<file path="config.mk">
export PLATFORM = sky130hd
export DESIGN_NAME = fixed_point_alu_seq
export DESIGN_NICKNAME = d
export VERILOG_FILES = /design/src/rtl/fixed_point_alu_seq.sv
export SDC_FILE = /design/constraint.sdc
export NUM_CORES = 2
export LEC_CHECK = 0
export ABC_CLOCK_PERIOD_IN_PS = 18500
export CAP_MARGIN = 40
export CORE_MARGIN = 5
export CORE_UTILIZATION = 70
export CTS_BUF_LIST = sky130_fd_sc_hd__clkbuf_8
export DETAILED_ROUTE_END_ITERATION = 10
export PLACE_DENSITY = 0.94
export SETUP_SLACK_MARGIN = 0.05
export SLEW_MARGIN = 10
export SYNTH_ARGS = -nofsm -noshare
export SYNTH_HDL_FRONTEND = slang
export SYNTH_SLANG_ARGS = --single-unit
export TNS_END_PERCENT = 50
</file>
<file path="constraint.sdc">
create_clock -name clk -period 18.5 [get_ports clk]
set_input_delay 3.7 -clock clk [delete_from_list [all_inputs] [get_ports clk]]
set_output_delay 3.7 -clock clk [all_outputs]
set_load 0.01 [all_outputs]
</file>
<file path="src/rtl/fixed_point_alu_seq.sv">
// Handshaked signed Q-format add/sub/mul/div with iterative restoring divide.
// Build option: define FXP_ALU_SAT_EN to saturate on overflow / divide-by-zero (default wraps).
//
// state  | meaning
// S_IDLE | ready for a new operand pair, in_ready high
// S_EXEC | computing; single cycle except for divide (N+Q iterations)
// S_DONE | result presented, waiting for out_ready
module fixed_point_alu_seq #(
  parameter int N = 32,
  parameter int Q = 20
) (
  input  logic         clk,
  input  logic         reset,
  input  logic         in_valid,
  output logic         in_ready,
  input  logic [N-1:0] a,
  input  logic [N-1:0] b,
  input  logic [1:0]   op,
  output logic         out_valid,
  input  logic         out_ready,
  output logic [N-1:0] result,
  output logic         ovf,
  output logic         dz
);

  localparam int W  = N + Q;
  localparam int CW = $clog2(W);
  localparam logic [W-1:0] LIM_POS = {{(Q+1){1'b0}}, {(N-1){1'b1}}};
  localparam logic [W-1:0] LIM_NEG = {{Q{1'b0}}, 1'b1, {(N-1){1'b0}}};
`ifdef FXP_ALU_SAT_EN
  localparam logic [N-1:0] MAX_POS = {1'b0, {(N-1){1'b1}}};
  localparam logic [N-1:0] MIN_NEG = {1'b1, {(N-1){1'b0}}};
`endif

  typedef enum logic [1:0] {S_IDLE, S_EXEC, S_DONE} state_t;

  state_t         r_state, w_state_next;
  logic [N-1:0]   r_a, r_b, r_bmag, r_rem, r_result;
  logic [1:0]     r_op;
  logic [W-1:0]   r_quo;
  logic [CW-1:0]  r_cnt;
  logic           r_ovf, r_dz;

  logic           w_accept, w_is_div, w_bz, w_exec_done;
  logic [N-1:0]   w_a_abs, w_b_abs;
  logic [N:0]     w_sum;
  logic [2*N-1:0] w_prod;
  logic signed [2*N-1:0] w_prod_sh;
  logic           w_mul_ovf;
  logic [N:0]     w_rem_sh;
  logic           w_ge;
  logic [N-1:0]   w_rem_sub, w_rem_next;
  logic [W-1:0]   w_quo_next;
  logic           w_q_neg, w_q_ovf;
  logic [N-1:0]   w_q_low, w_q_wrap;
  logic [N-1:0]   w_wrap, w_res;
  logic           w_ovf, w_dz;

  assign w_accept    = in_valid && (r_state == S_IDLE);
  assign w_is_div    = (r_op == 2'b11);
  assign w_bz        = (r_b == '0);
  assign w_exec_done = (r_state == S_EXEC) && (!w_is_div || w_bz || (r_cnt == '0));

  always_ff @(posedge clk or negedge reset) begin
    if (!reset) r_state <= S_IDLE;
    else        r_state <= w_state_next;
  end

  always_comb begin
    w_state_next = r_state;
    case (r_state)
      S_IDLE:  if (in_valid)    w_state_next = S_EXEC;
      S_EXEC:  if (w_exec_done) w_state_next = S_DONE;
      S_DONE:  if (out_ready)   w_state_next = S_IDLE;
      default:                  w_state_next = S_IDLE;
    endcase
  end

  always_comb begin
    in_ready  = (r_state == S_IDLE);
    out_valid = (r_state == S_DONE);
  end

  assign w_a_abs = a[N-1] ? -a : a;
  assign w_b_abs = b[N-1] ? -b : b;

  assign w_sum = r_op[0] ? ({r_a[N-1], r_a} - {r_b[N-1], r_b})
                         : ({r_a[N-1], r_a} + {r_b[N-1], r_b});

  // Sign-extended operands make the low 2N bits of the unsigned product the signed product.
  assign w_prod    = {{N{r_a[N-1]}}, r_a} * {{N{r_b[N-1]}}, r_b};
  assign w_prod_sh = $signed(w_prod) >>> Q;
  assign w_mul_ovf = !((&w_prod_sh[2*N-1:N-1]) || (~|w_prod_sh[2*N-1:N-1]));

  // Dividend bits leave r_quo at the top while quotient bits enter at the bottom.
  assign w_rem_sh   = {r_rem, r_quo[W-1]};
  assign w_ge       = (w_rem_sh >= {1'b0, r_bmag});
  assign w_rem_sub  = w_rem_sh[N-1:0] - r_bmag;
  assign w_rem_next = w_ge ? w_rem_sub : w_rem_sh[N-1:0];
  assign w_quo_next = {r_quo[W-2:0], w_ge};
  assign w_q_neg    = r_a[N-1] ^ r_b[N-1];
  assign w_q_ovf    = (w_quo_next > (w_q_neg ? LIM_NEG : LIM_POS));
  assign w_q_low    = w_quo_next[N-1:0];
  assign w_q_wrap   = w_q_neg ? -w_q_low : w_q_low;

  always_comb begin
    w_ovf  = 1'b0;
    w_dz   = 1'b0;
    w_wrap = '0;
    case (r_op)
      2'b10: begin
        w_ovf  = w_mul_ovf;
        w_wrap = w_prod_sh[N-1:0];
      end
      2'b11: begin
        if (w_bz) begin
          w_dz = 1'b1;
        end else begin
          w_ovf  = w_q_ovf;
          w_wrap = w_q_wrap;
        end
      end
      default: begin
        w_ovf  = w_sum[N] ^ w_sum[N-1];
        w_wrap = w_sum[N-1:0];
      end
    endcase
  end

`ifdef FXP_ALU_SAT_EN
  logic w_pos;

  always_comb begin
    case (r_op)
      2'b10:   w_pos = !w_prod_sh[2*N-1];
      2'b11:   w_pos = !w_q_neg;
      default: w_pos = !w_sum[N];
    endcase
  end

  always_comb begin
    if (w_dz)       w_res = r_a[N-1] ? MIN_NEG : MAX_POS;
    else if (w_ovf) w_res = w_pos ? MAX_POS : MIN_NEG;
    else            w_res = w_wrap;
  end
`else
  assign w_res = w_dz ? '0 : w_wrap;
`endif

  always_ff @(posedge clk or negedge reset) begin
    if (!reset) begin
      r_a      <= '0;
      r_b      <= '0;
      r_op     <= '0;
      r_bmag   <= '0;
      r_quo    <= '0;
      r_rem    <= '0;
      r_cnt    <= '0;
      r_result <= '0;
      r_ovf    <= 1'b0;
      r_dz     <= 1'b0;
    end else if (w_accept) begin
      r_a    <= a;
      r_b    <= b;
      r_op   <= op;
      r_bmag <= w_b_abs;
      r_quo  <= {w_a_abs, {Q{1'b0}}};
      r_rem  <= '0;
      r_cnt  <= CW'(W - 1);
      r_ovf  <= 1'b0;
      r_dz   <= 1'b0;
    end else if (r_state == S_EXEC) begin
      if (w_exec_done) begin
        r_result <= w_res;
        r_ovf    <= w_ovf;
        r_dz     <= w_dz;
      end else begin
        r_quo <= w_quo_next;
        r_rem <= w_rem_next;
        r_cnt <= r_cnt - CW'(1);
      end
    end
  end

  assign result = r_result;
  assign ovf    = r_ovf;
  assign dz     = r_dz;

endmodule

</file>
Yosys cells after proc, flatten, opt, wreduce, memory -nomap -nowiden
Index checks and enable logic that the tools add are counted.

Register bits after elaboration: 224. Latch bits: 0. RAM bits: 0. ROM bits: 0. Memories kept: 0.

Add/sub/neg operators: 7. Multiply operators: 1. Div/mod/pow operators: 0. Order comparisons: 2. Equal/unequal tests: 8. Shift-type cells: 0. Multiplexer cells: 32. Bitwise gates (word level): 3. Reductions and logical operators: 19.

Operator list (count): 2-to-1 mux 32 bit (10); 2-to-1 mux 52 bit (3); negator 32 bit (3); multiplier 32 x 32 -> 64 bit (1); one-hot mux 32 bit (2 select lines) (1); > comparator 52 x 32 -> 1 bit (1); adder 32 x 32 -> 33 bit (1); greater-or-equal comparator 33 x 32 -> 1 bit (1); 2-to-1 mux 33 bit (1); subtractor 32 x 32 -> 33 bit (1); logical NOT 32 bit (1); subtractor 32 bit (1); 2-to-1 mux 6 bit (3); AND reduction 13 bit (1); OR reduction 13 bit (1); 2-to-1 mux 1 bit (9); equality test 2 bit, second input constant (3); logical NOT 6 bit (1); 2-to-1 mux 2 bit (3); inequality test 2 bit, second input constant (3); one-hot mux 2 bit (3 select lines) (1); AND reduction 3 bit (2); subtractor 6 x 1 -> 6 bit, second input constant (1); AND reduction 2 bit (2); 10 further kinds (17).

Longest topological paths before layout
Depth in word-level cells: 9. Gate-level depth with buffers: 33.

Worst setup path before layout
OpenSTA, ideal clock, no wires.

Path type: flip-flop to flip-flop. From: register r_b[8]. To: register r_ovf, in the netlist ovf. Arrival: 8.726 ns. Required time: 18.376 ns. Setup slack: 9.650 ns. Cell stages (with the launch flop): 28. Buffers on the path: 2. Path through: dfrtp_1 -> clkbuf_1 -> clkbuf_1 -> nand2_1 -> fa_1 -> fa_1 -> inv_1 -> fa_1 -> inv_1 -> fa_1 -> fa_1 -> fa_1 -> fa_1 -> fa_1 -> inv_1 -> ha_1 -> inv_1 -> nor3_1 -> and4_1 -> nand3_1 -> nand2b_1 -> o211ai_1 -> nor2_1 -> xor2_1 -> or4b_1 -> or4_1 -> o22ai_1 -> o31ai_1.

Word-level cells in the longest chain between the ends: 9. Elaborated cells on any way between the ends: 21. Classes of those cells: add/sub: 2; mul: 1; mux: 6; bitwise: 1; reduce/logical: 11.

RTL lines: start: declaration (RTL line 38) `logic [N-1:0] r_a, r_b, r_bmag, r_rem, r_result;`; start signal: assignment (RTL line 153) `r_b <= '0;`; start signal: assignment (RTL line 164) `r_b <= b;`; multiplier 32 x 32 -> 64 bit (RTL line 91) `assign w_prod = {{N{r_a[N-1]}}, r_a} * {{N{r_b[N-1]}}, r_b};`; OR reduction 13 bit (RTL line 93) `assign w_mul_ovf = !((&w_prod_sh[2*N-1:N-1]) || (~|w_prod_sh[2*N-1:N-1]));`; logical NOT 1 bit (RTL line 93); logical OR 1 bit (RTL line 93); logical NOT 1 bit (RTL line 93); one-hot mux 1 bit (2 select lines) (RTL line 110) `case (r_op)`; 2-to-1 mux 1 bit (RTL line 173) `if (w_exec_done) begin`; 2-to-1 mux 1 bit (RTL line 172) `end else if (r_state == S_EXEC) begin`; 2-to-1 mux 1 bit (RTL line 162) `end else if (w_accept) begin`; end signal: assignment (RTL line 175) `r_ovf <= w_ovf;`; end: declaration (RTL line 42) `logic r_ovf, r_dz;`.

Several ways; a longest one is shown, not always the timed one. The select of a mux whose other input is x is not followed. A chain may end at the register's enable or synchronous reset.

Worst setup path in the final report
From: register r_b[2]. To: register r_ovf, in the netlist ovf.

The elaborated chain is that of the path after synthesis.

==> impl_metrics.py <==
metrics = {
    "floorplanning": {
        "die_h_um": 281,
        "initial_utilization": 0.704,
        "die_area_mm2": 0.0787,
        "coreArea_mm2": 0.0728,
        "die_w_um": 281,
        "row_count": 99,
        "io_pins": 106,
    },
    "logic_synthesis": {
        "synth_top_cell_by_area": "fa_1",
        "yosysTopAreaCellShare": 0.423,
        "syn_nets": 7188,
        "ys_async_sr_fraction": 1.00,
        "netlist_area_mm2": 0.0513,
        "synth-seq-cells": 223,
        "synthCells": 5752,
        "synth_ff_type": "dfrtp_1",
        "syn_area_per_cell_um2": 8.91,
        "yosysWarnings": 0,
        "ys_types": 78,
        "seq_area_frac_synth": 0.109,
        "synthTopCellsByArea": "fa_1, dfrtp_1, inv_1",
        "synth_edf_count": 0,
    },
    "clock_network": {
        "root_buffer": "clkbuf_8",
        "cts_tree": "done",
        "clk_pin_slew_ps": 60,
        "ctsLongestPathBuffers": 3,
        "clock_latency_ps": 580,
        "cts_sinks": 223,
        "cts_resized": 0,
        "cts_made_buffers": 40,
        "postCtsSetupBuffers": 0,
        "h-tree-depth": 2,
        "cts_hold_buffers": 0,
    },
    "drt": {
        "vias_per_cell": 6.34,
        "routed_wl_um": 152000,
        "first_pass_iters": 9,
        "drc_errors": 0,
        "num_vias": 42200,
        "drt_iter0_markers": 4555,
        "drtAntennaViolNets": 0,
        "wire_per_inst_um": 22.9,
    },
    "final_layout": {
        "final_cell_mix": "fa_1, inv_1, nand2_1",
        "multi_input_area_mm2": 0.0406,
        "layout-drive-gt1-share": 0.0318,
        "nFillCells": 4754,
        "design_area_mm2": 0.0539,
        "nNetsFinal": 7095,
        "mostFrequentLayoutCell": "fa_1",
        "syn2layout_area_growth_pct": 5.20,
        "regArea_mm2": 0.00559,
    },
    "global_routing": {
        "grt_max_degree": 87,
        "antenna_found_initial": 4,
        "gr-usage-all-layers": 0.396,
        "grt_pass1_vias": 46400,
        "grt_pass1_wl_um": 245000,
        "grt_overflow": 0,
    },
    "sta": {
        "setup_tns_ps": 0,
        "whs_ps": 486,
        "slew_violations": 0,
        "maxSlewHeadroom": 0.334,
        "hold_violations": 0,
        "period_needed_ps": 10070,
        "finalCritPeriodShare": 0.544,
        "fmax_ghz": 0.0993,
        "worst_slew_pin_slew_ps": 999,
        "fin_skew_ps": 33.6,
        "finalSetupViolations": 0,
        "rsz0062_at_grt": "no",
    },
    "place": {
        "gp_congestion": 1.04,
        "dpl.hpwl_um": 114000,
        "portBuffers": 105,
        "placed_area_mm2": 0.0530,
    },
    "setup_path": {
        "max_stage_delay_ps": 950,
        "crit_required_ps": 18950,
        "endpoint_kind": "register",
        "start_kind": "register",
        "path_class": "register to register",
        "critPathMaxFanout": 38,
        "cp_common_cell": "fa_1",
        "crit_slowest_cell": "fa_1",
        "critPathArrivalTime_ps": 10520,
    },
    "flow_run": {
        "maxCapViolations": 0,
    },
    "run_status": {
        "status": "finished, final reports clean",
    },
    "min_path": {
        "hp-class": "register to register",
    },
}
[layer usage]
| metal | up-vias | global-route usage | wire (um) |
|---|---|---|---|
| met2 | 3057 | 0.626 | 70200 |
| met1 | 20900 | 0.492 | 51000 |
| li1 | 17400 | - | - |
| met4 | 0 | 0.243 | 12100 |
| met3 | 870 | 0.103 | 18900 |
| met5 | - | 0 | 0 |
[area by class of cell]
| type | count | share of cell area |
|---|---|---|
| antenna | 3 | 0.000139 |
| clock buffer | 52 | 0.0133 |
| clock inverter | 17 | 0.00179 |
| inverter | 1030 | 0.0717 |
| multi-input combinational | 4178 | 0.753 |
| sequential | 223 | 0.104 |
| tap | 959 | 0.0222 |
| timing repair buffer | 186 | 0.0338 |
[registers in the layout, indices dropped and copies added, names as in the netlist]
register / flops
dz: 1
ovf: 1
r_a: 32
r_b: 32
r_bmag: 31
r_cnt: 6
r_op: 2
r_quo: 52
r_rem: 32
r_state: 2
result: 32
[synth_stat cells, types with 13 or more instances]
library cell and number:
o31ai_1 21, a21oi_1 190, a31oi_1 47, clkbuf_1 283, nor3_1 49, nand2_1 904, buf_1 30, o21a_1 13
and3_1 22, and2_1 525, or4_1 19, nor2b_1 18, inv_1 1029, o211ai_1 15, a21o_1 43, o22ai_1 20
ha_1 283, o21ai_0 178, fa_1 1083, or3_1 18, nor2_1 191, nor4_1 18, o41ai_1 14, o21bai_1 18
nand2b_1 33, xor2_1 78, xnor2_1 156, nand4_1 25, nand3_1 61, dfrtp_1 223
[cells by family (layout without fill, tap and decap cells)]
| kind of cell | count (synthesis) | in the layout | synth area share |
|---|---|---|---|
| XOR/XNOR | 234 | 234 | 0.0400 |
| flip-flops | 223 | 223 | 0.109 |
| adder cells (fa/ha/maj) | 1366 | 1366 | 0.492 |
| other | 0 | 3 | 0 |
| AO/OA/AOI/OAI | 654 | 654 | 0.0787 |
| multiplexers | 10 | 10 | 0.00195 |
| AND/OR/NAND/NOR | 1914 | 1914 | 0.179 |
| buffers and inverters | 1351 | 1285 | 0.0991 |
[path summary, 6_finish.rpt]
| path | depth (start not counted) | start | end | slack (ps) |
|---|---|---|---|---|
| hold reg to reg | 2 | r_a[17] | r_a[17] | 490 |
| min in group asynchronous | 1 | reset | r_rem[10] | 3100 |
| setup reg to reg | 28 | r_b[2] | ovf | 8430 |
| hold / removal | 2 | r_a[17] | r_a[17] | 490 |
| max in group asynchronous | 3 | reset | r_a[13] | 14150 |
| setup / recovery | 28 | r_b[2] | ovf | 8430 |
[worst max-delay path, delay by kind of cell, from the launching register on]
family          cells  cell delay, ps
fa+ha+maj           9            4890
simple gates        8            2390
buf+inv             7            1670
compound gates      3             460
flops               1             320
xor+xnor            1             170
[metrics by stage]
step	util	instances	worst slack (ps)
final	0.740	6648	8430
after global routing	0.740	6646	7950
after CTS	0.739	6640	8530
after detailed placement	0.728	6571	8550
after global placement	0.726	6565	8620
after floorplan	-	5752	9650
Power is not shown: default switching activity piles up to over one toggle a cycle in this logic, so the estimate is an artifact.
